`src/rtl/hamming_frame_sched.sv`:
```
// Sequencer for the Hamming(7,4) frame decoder: collects a serial coded frame,
// hands the 56 code bits to an external 8-lane decoder, latches the result and
// streams the 32 decoded bits out while the next frame is being collected.
module hamming_frame_sched #(
    parameter int FRAME_BITS = 64,
    parameter int NUM_CW     = 8,
    parameter int DATA_BITS  = 32,
    parameter int CNT_W      = 16
) (
    input  logic                   clk_decoder,
    input  logic                   rst_n,
    input  logic                   flush,
    input  logic                   in_valid,
    input  logic                   in_data,
    output logic                   in_ready,
    output logic [NUM_CW*7-1:0]    dec_cw,
    input  logic [DATA_BITS-1:0]   dec_data,
    input  logic [NUM_CW-1:0]      dec_err,
    output logic                   out_valid,
    output logic                   out_data,
    output logic                   out_sof,
    input  logic                   out_ready,
    output logic [CNT_W-1:0]       err_count,
    output logic [CNT_W-1:0]       frame_count
);

    localparam int CW_BITS = NUM_CW * 7;
    localparam int IDX_W   = $clog2(FRAME_BITS);
    localparam int OCNT_W  = $clog2(DATA_BITS);

    typedef enum logic [1:0] {O_EMPTY, O_DECODE, O_SEND} ostate_t;

    // Only the code bits are stored; the leading padding bits are counted but dropped.
    logic [CW_BITS-1:0]   in_buf_q, in_buf_d;
    logic [IDX_W-1:0]     in_cnt_q, in_cnt_d;
    logic                 in_full_q, in_full_d;
    logic [CW_BITS-1:0]   cw_reg_q, cw_reg_d;
    ostate_t              ostate_q, ostate_d;
    logic [DATA_BITS-1:0] out_buf_q, out_buf_d;
    logic [OCNT_W-1:0]    out_cnt_q, out_cnt_d;
    logic [CNT_W-1:0]     err_count_q, err_count_d;
    logic [CNT_W-1:0]     frame_count_q, frame_count_d;

    logic [IDX_W-1:0]     wr_idx;
    logic [OCNT_W-1:0]    rd_idx;
    logic [CNT_W:0]       err_sum;

    // First serial bit lands in the MSB; output is sent MSB first.
    assign wr_idx  = IDX_W'(FRAME_BITS - 1) - in_cnt_q;
    assign rd_idx  = OCNT_W'(DATA_BITS - 1) - out_cnt_q;
    assign err_sum = {1'b0, err_count_q} + (CNT_W+1)'($countones(dec_err));

    // State register for all sequencing and datapath flops.
    always_ff @(posedge clk_decoder or negedge rst_n) begin
        if (!rst_n) begin
            in_buf_q      <= '0;
            in_cnt_q      <= '0;
            in_full_q     <= 1'b0;
            cw_reg_q      <= '0;
            ostate_q      <= O_EMPTY;
            out_buf_q     <= '0;
            out_cnt_q     <= '0;
            err_count_q   <= '0;
            frame_count_q <= '0;
        end else begin
            in_buf_q      <= in_buf_d;
            in_cnt_q      <= in_cnt_d;
            in_full_q     <= in_full_d;
            cw_reg_q      <= cw_reg_d;
            ostate_q      <= ostate_d;
            out_buf_q     <= out_buf_d;
            out_cnt_q     <= out_cnt_d;
            err_count_q   <= err_count_d;
            frame_count_q <= frame_count_d;
        end
    end

    // Next state: input collection, frame transfer and output sequencing; flush wins.
    always_comb begin
        in_buf_d      = in_buf_q;
        in_cnt_d      = in_cnt_q;
        in_full_d     = in_full_q;
        cw_reg_d      = cw_reg_q;
        ostate_d      = ostate_q;
        out_buf_d     = out_buf_q;
        out_cnt_d     = out_cnt_q;
        err_count_d   = err_count_q;
        frame_count_d = frame_count_q;
        if (flush) begin
            in_cnt_d  = '0;
            in_full_d = 1'b0;
            ostate_d  = O_EMPTY;
            out_cnt_d = '0;
        end else begin
            // Accept and transfer are exclusive: accept needs !in_full, transfer needs in_full.
            if (in_valid && !in_full_q) begin
                if (wr_idx < IDX_W'(CW_BITS))
                    in_buf_d[wr_idx] = in_data;
                in_cnt_d = in_cnt_q + 1'b1;
                if (in_cnt_q == IDX_W'(FRAME_BITS - 1))
                    in_full_d = 1'b1;
            end
            case (ostate_q)
                O_EMPTY: begin
                    if (in_full_q) begin
                        cw_reg_d  = in_buf_q;
                        in_full_d = 1'b0;
                        ostate_d  = O_DECODE;
                    end
                end
                O_DECODE: begin
                    out_buf_d     = dec_data;
                    err_count_d   = err_sum[CNT_W] ? '1 : err_sum[CNT_W-1:0];
                    frame_count_d = frame_count_q + 1'b1;
                    out_cnt_d     = '0;
                    ostate_d      = O_SEND;
                end
                O_SEND: begin
                    if (out_ready) begin
                        out_cnt_d = out_cnt_q + 1'b1;
                        if (out_cnt_q == OCNT_W'(DATA_BITS - 1))
                            ostate_d = O_EMPTY;
                    end
                end
                default: ostate_d = O_EMPTY;
            endcase
        end
    end

    // Outputs decoded from the registered state only; no combinational bypass.
    always_comb begin
        out_valid = 1'b0;
        out_data  = 1'b0;
        out_sof   = 1'b0;
        if (ostate_q == O_SEND) begin
            out_valid = 1'b1;
            out_data  = out_buf_q[rd_idx];
            out_sof   = (out_cnt_q == '0);
        end
    end

    assign in_ready    = !in_full_q;
    assign dec_cw      = cw_reg_q;
    assign err_count   = err_count_q;
    assign frame_count = frame_count_q;

endmodule

```
`config.mk`:
```
export PLATFORM = sky130hd
export DESIGN_NAME = hamming_frame_sched
export DESIGN_NICKNAME = d
export VERILOG_FILES = /design/src/rtl/hamming_frame_sched.sv
export SDC_FILE = /design/constraint.sdc
export NUM_CORES = 1
export LEC_CHECK = 0
export BUFFER_PORTS_ARGS = -buffer_cell sky130_fd_sc_hd__buf_2
export CAP_MARGIN = 40
export CORE_ASPECT_RATIO = 1.1
export CORE_MARGIN = 4
export CORE_UTILIZATION = 35
export CTS_CLUSTER_SIZE = 28
export DETAILED_ROUTE_END_ITERATION = 6
export GPL_TIMING_DRIVEN = 0
export SYNTH_ARGS = -nofsm -noshare
export SYNTH_HDL_FRONTEND = slang
export SYNTH_SLANG_ARGS = --single-unit
```
`constraint.sdc`:
```
create_clock -name clk_decoder -period 9.1 [get_ports clk_decoder]
set_input_delay 1.365 -clock clk_decoder [delete_from_list [all_inputs] [get_ports clk_decoder]]
set_output_delay 1.365 -clock clk_decoder [all_outputs]
set_load 0.01 [all_outputs]
```
==> metrics.md <==
| Metric | Value |
|---|---|
| H-tree Lvls | 4 |
| Overflow after GRT | 0 |
| Final #Nets | 882 |
| Crit Path Category | primary input to flip-flop |
| Status | complete, no violations |
| Ys async rst share | 100% |
| Buffers on Ports | 135 |
| Reg2reg end | err_count[3]$_DFFE_PN0P_ |
| Pre-CTS setup slack | 4.22 ns |
| Final setup fails | 0 |
| Layout Skew | 0.0121 ns |
| Worst r2r src | err_count[0]$_DFFE_PN0P_ |
| Synthesized Nets | 724 |
| Final hold vios | 0 |
| Setup slack after layout | 4.70 ns |
| Crit start category | primary input |
| Core area | 23900 sq um |
| Cells after Synth | 662 |
| Global-route wire length before repair | 31200 um |
| Power per cell area | 165 nW/um^2 |
| Clock Path Buffers | 2 |
| Initial DRC count | 262 |
| Cts bufs inserted | 17 |
| Fmax | 227 MHz |
| Synth Register Bits | 190 |
| ANT cells | 0 |
| WL per Instance | 16.6 um |
| GRT Total Usage | 14.5% |
| Crit path largest cell delay | 0.54 ns |
| Hold slack final | 0.487 ns |
| Setup TNS | 0 ns |
| Worst hold-check path type | flip-flop to flip-flop |
| WL final | 18900 um |
| Row Count | 59 |
| Final instance area | 10300 sq um |
| Latest clock arrival within the worst-skew pair | 0.43 ns |
| Post-synth EDFFs | 0 |
| CTS tree | yes |
| Chip height | 172 um |
| Most used flip-flop cell after synthesis | dfrtp_1 |
| I/O pins | 138 |
| Worst EP arrival | 4.72 ns |
| Die ar. | 27100 sq um |
| Largest net degree at the start of global routing | 103 |
| Tcrit/Tclk final | 48.3% |
| VDD IR-drop max | 0.112 mV |
| Most common cell on crit path | fa_1 |
| Hold Path Sink | frame_count[15]$_DFFE_PN0P_ |
| WHS Path Cells | 1 |
| TritonCTS Sinks | 190 |
| Area growth syn-to-layout | 19.6% |
| Starting Density | 35.9% |
| Commonest non-fill, non-tap cell in the layout | dfrtp_1 |
| Post-Syn Area | 8580 sq um |
| Dominant cells by area after synthesis | dfrtp_1 (55%), mux2_2 (19%), nand2_1 (3.5%), mux4_1 (2.4%), ha_1 (1.6%) |
| Final Wtd Congestion | 0.819 |
| Worst Path Max Fanout | 4 |
| Synth unique cells | 55 |
| Synth top area share | 55.4% |
| Share of layout cells above drive strength 1 | 42.0% |
| Pleak | 5.26 nW |
| Routed vias | 5646 |
| Seq/Total Area, Yosys | 55.4% |
| Vias in the first global route | 5747 |
| Slew Viols, Final | 0 |
| Most frequent cells in the layout | dfrtp_1 (190), buf_2 (151), mux2_2 (148) |
| Unrepaired setup endpoints after global routing | no |
| Crit path capture type | flip-flop |
| Clock transition at path regs | 0.07 ns |
| Avg Inst Size Synth | 13.0 sq um |
| Least-Margin Pin Slew | 0.856 ns |
| R2R setup slack | 5.87 ns |
| HP Start | frame_count[15]$_DFFE_PN0P_ |
| Synth area leader | dfrtp_1 |
| Final ANT Viol Nets | 0 |
| Router iterations before antenna repair | 4 |
| CTS Root Cell | clkbuf_16 |
| PostCTS Resize Cnt | 0 |
| Chip width | 157 um |
| Placed inst area | 9700 sq um |
| DRC Markers | 0 |
| Hold buffers post-CTS | 0 |
| Setup Buffers After CTS | 0 |
| Slew HR | 42.7% |
| Min Clock Period, post-route | 4.40 ns |
| Yosys warns | 0 |
| Worst r2r path cells | 11 |
| Antenna violations before repair | 2 |
| Critical Path Source | dec_err[0] |
| Vias/cell | 4.96 |
| CP required | 9.42 ns |
| Slowest CP cell | fa_1 |
| Max-cap violations | 0 |
| CP cell instances | buf_2 > fa_1 > inv_1 > fa_1 > fa_1 > fa_1 > inv_1 > fa_1 > a21o_1 > a21o_1 > a21oi_1 > o21ai_0 > o21a_1 |
| HPWL after detailed placement | 13600 um |
## state kept, by name, indices dropped and copies added, names as in the netlist
register / count
dec_cw: 56
err_count: 16
frame_count: 16
in_buf_q: 56
in_cnt_q: 6
in_full_q: 1
ostate_q: 2
out_buf_q: 32
out_cnt_q: 5
## worst max path at each step
stage,end,depth (start not counted)
floorplan,err_count[12]$_DFFE_PN0P_,12
finish,err_count[3]$_DFFE_PN0P_,13
global placement,out_buf_q[13]$_DFFE_PN0P_,1
CTS,err_count[3]$_DFFE_PN0P_,13
detailed placement,err_count[3]$_DFFE_PN0P_,13
global route,err_count[3]$_DFFE_PN0P_,13
## per-layer routing
layer / part of all wire (%) / vias up / wire, um / track usage [%]
met1: 44 / 2848 / 8310 / 18.6
met3: 6.7 / 18 / 1270 / 5.06
met4: 0.99 / 4 / 187 / 3.59
li1: - / 2655 / - / -
met2: 48 / 121 / 9070 / 23.7
met5: 0.18 / - / 34 / 0
## critical path, delay by kind of cell
kind / cells / cell delay [ns]
fa+ha+maj: 5 / 2.09
compound gates: 5 / 1.07
buf+inv: 3 / 0.21
## cell type report
cell class | instances | area (sq um)
buffer | 34 | 169
clock buffer | 19 | 433
clock inverter | 13 | 135
fill | 2323 | 13600
inverter | 21 | 78.8
multi-input combinational | 417 | 3590
sequential | 190 | 4750
tap | 305 | 382
timing repair buffer | 139 | 731
## Yosys cell counts (all sizes together) (2+ instances only)
| cell | instances |
|---|---|
| mux2i | 5 |
| inv | 21 |
| nor3b | 4 |
| nor2b | 5 |
| nor2 | 21 |
| xor2 | 7 |
| nand2b | 3 |
| clkbuf | 13 |
| mux4 | 9 |
| o21ai | 7 |
| a22oi | 3 |
| xnor2 | 14 |
| and3b | 2 |
| nor4b | 2 |
| nand2 | 81 |
| nand3 | 16 |
| and2 | 2 |
| nor3 | 8 |
| and3 | 11 |
| or3 | 2 |
| nor4 | 6 |
| dfrtp | 190 |
| a21oi | 14 |
| fa | 5 |
| buf | 21 |
| ha | 11 |
| o21a | 3 |
| a31oi | 2 |
| o211ai | 3 |
| and4 | 3 |
| a21o | 2 |
| mux2 | 151 |
| nand4 | 6 |
## cell families after synthesis
group / synth area share [%]
multiplexers: 23.1
XOR/XNOR: 2.14
flip-flops: 55.4
buffers and inverters: 2.89
adder cells (fa/ha/maj): 2.77
AO/OA/AOI/OAI: 3.06
AND/OR/NAND/NOR: 10.7
## where the power goes
part           internal, mW  leakage (nW)  total [mW]  switching [mW]
sequential            0.854          2.62       0.860         0.00595
combinational        0.0471          2.37       0.114          0.0673
clock                 0.385         0.273       0.723           0.338
total                  1.29          5.26        1.70           0.411
## stage by stage
stage	instances	utilization (%)	power (mW)
3_5_place_dp	1106	40.6	0.995
4_1_cts	1138	42.9	1.73
2_1_floorplan	662	-	0.941
3_3_place_gp	1102	40.3	0.990
5_1_grt	1138	42.9	1.78
6_report	1138	42.9	1.70
No activity file was read; power rests on OpenSTA's default activity.
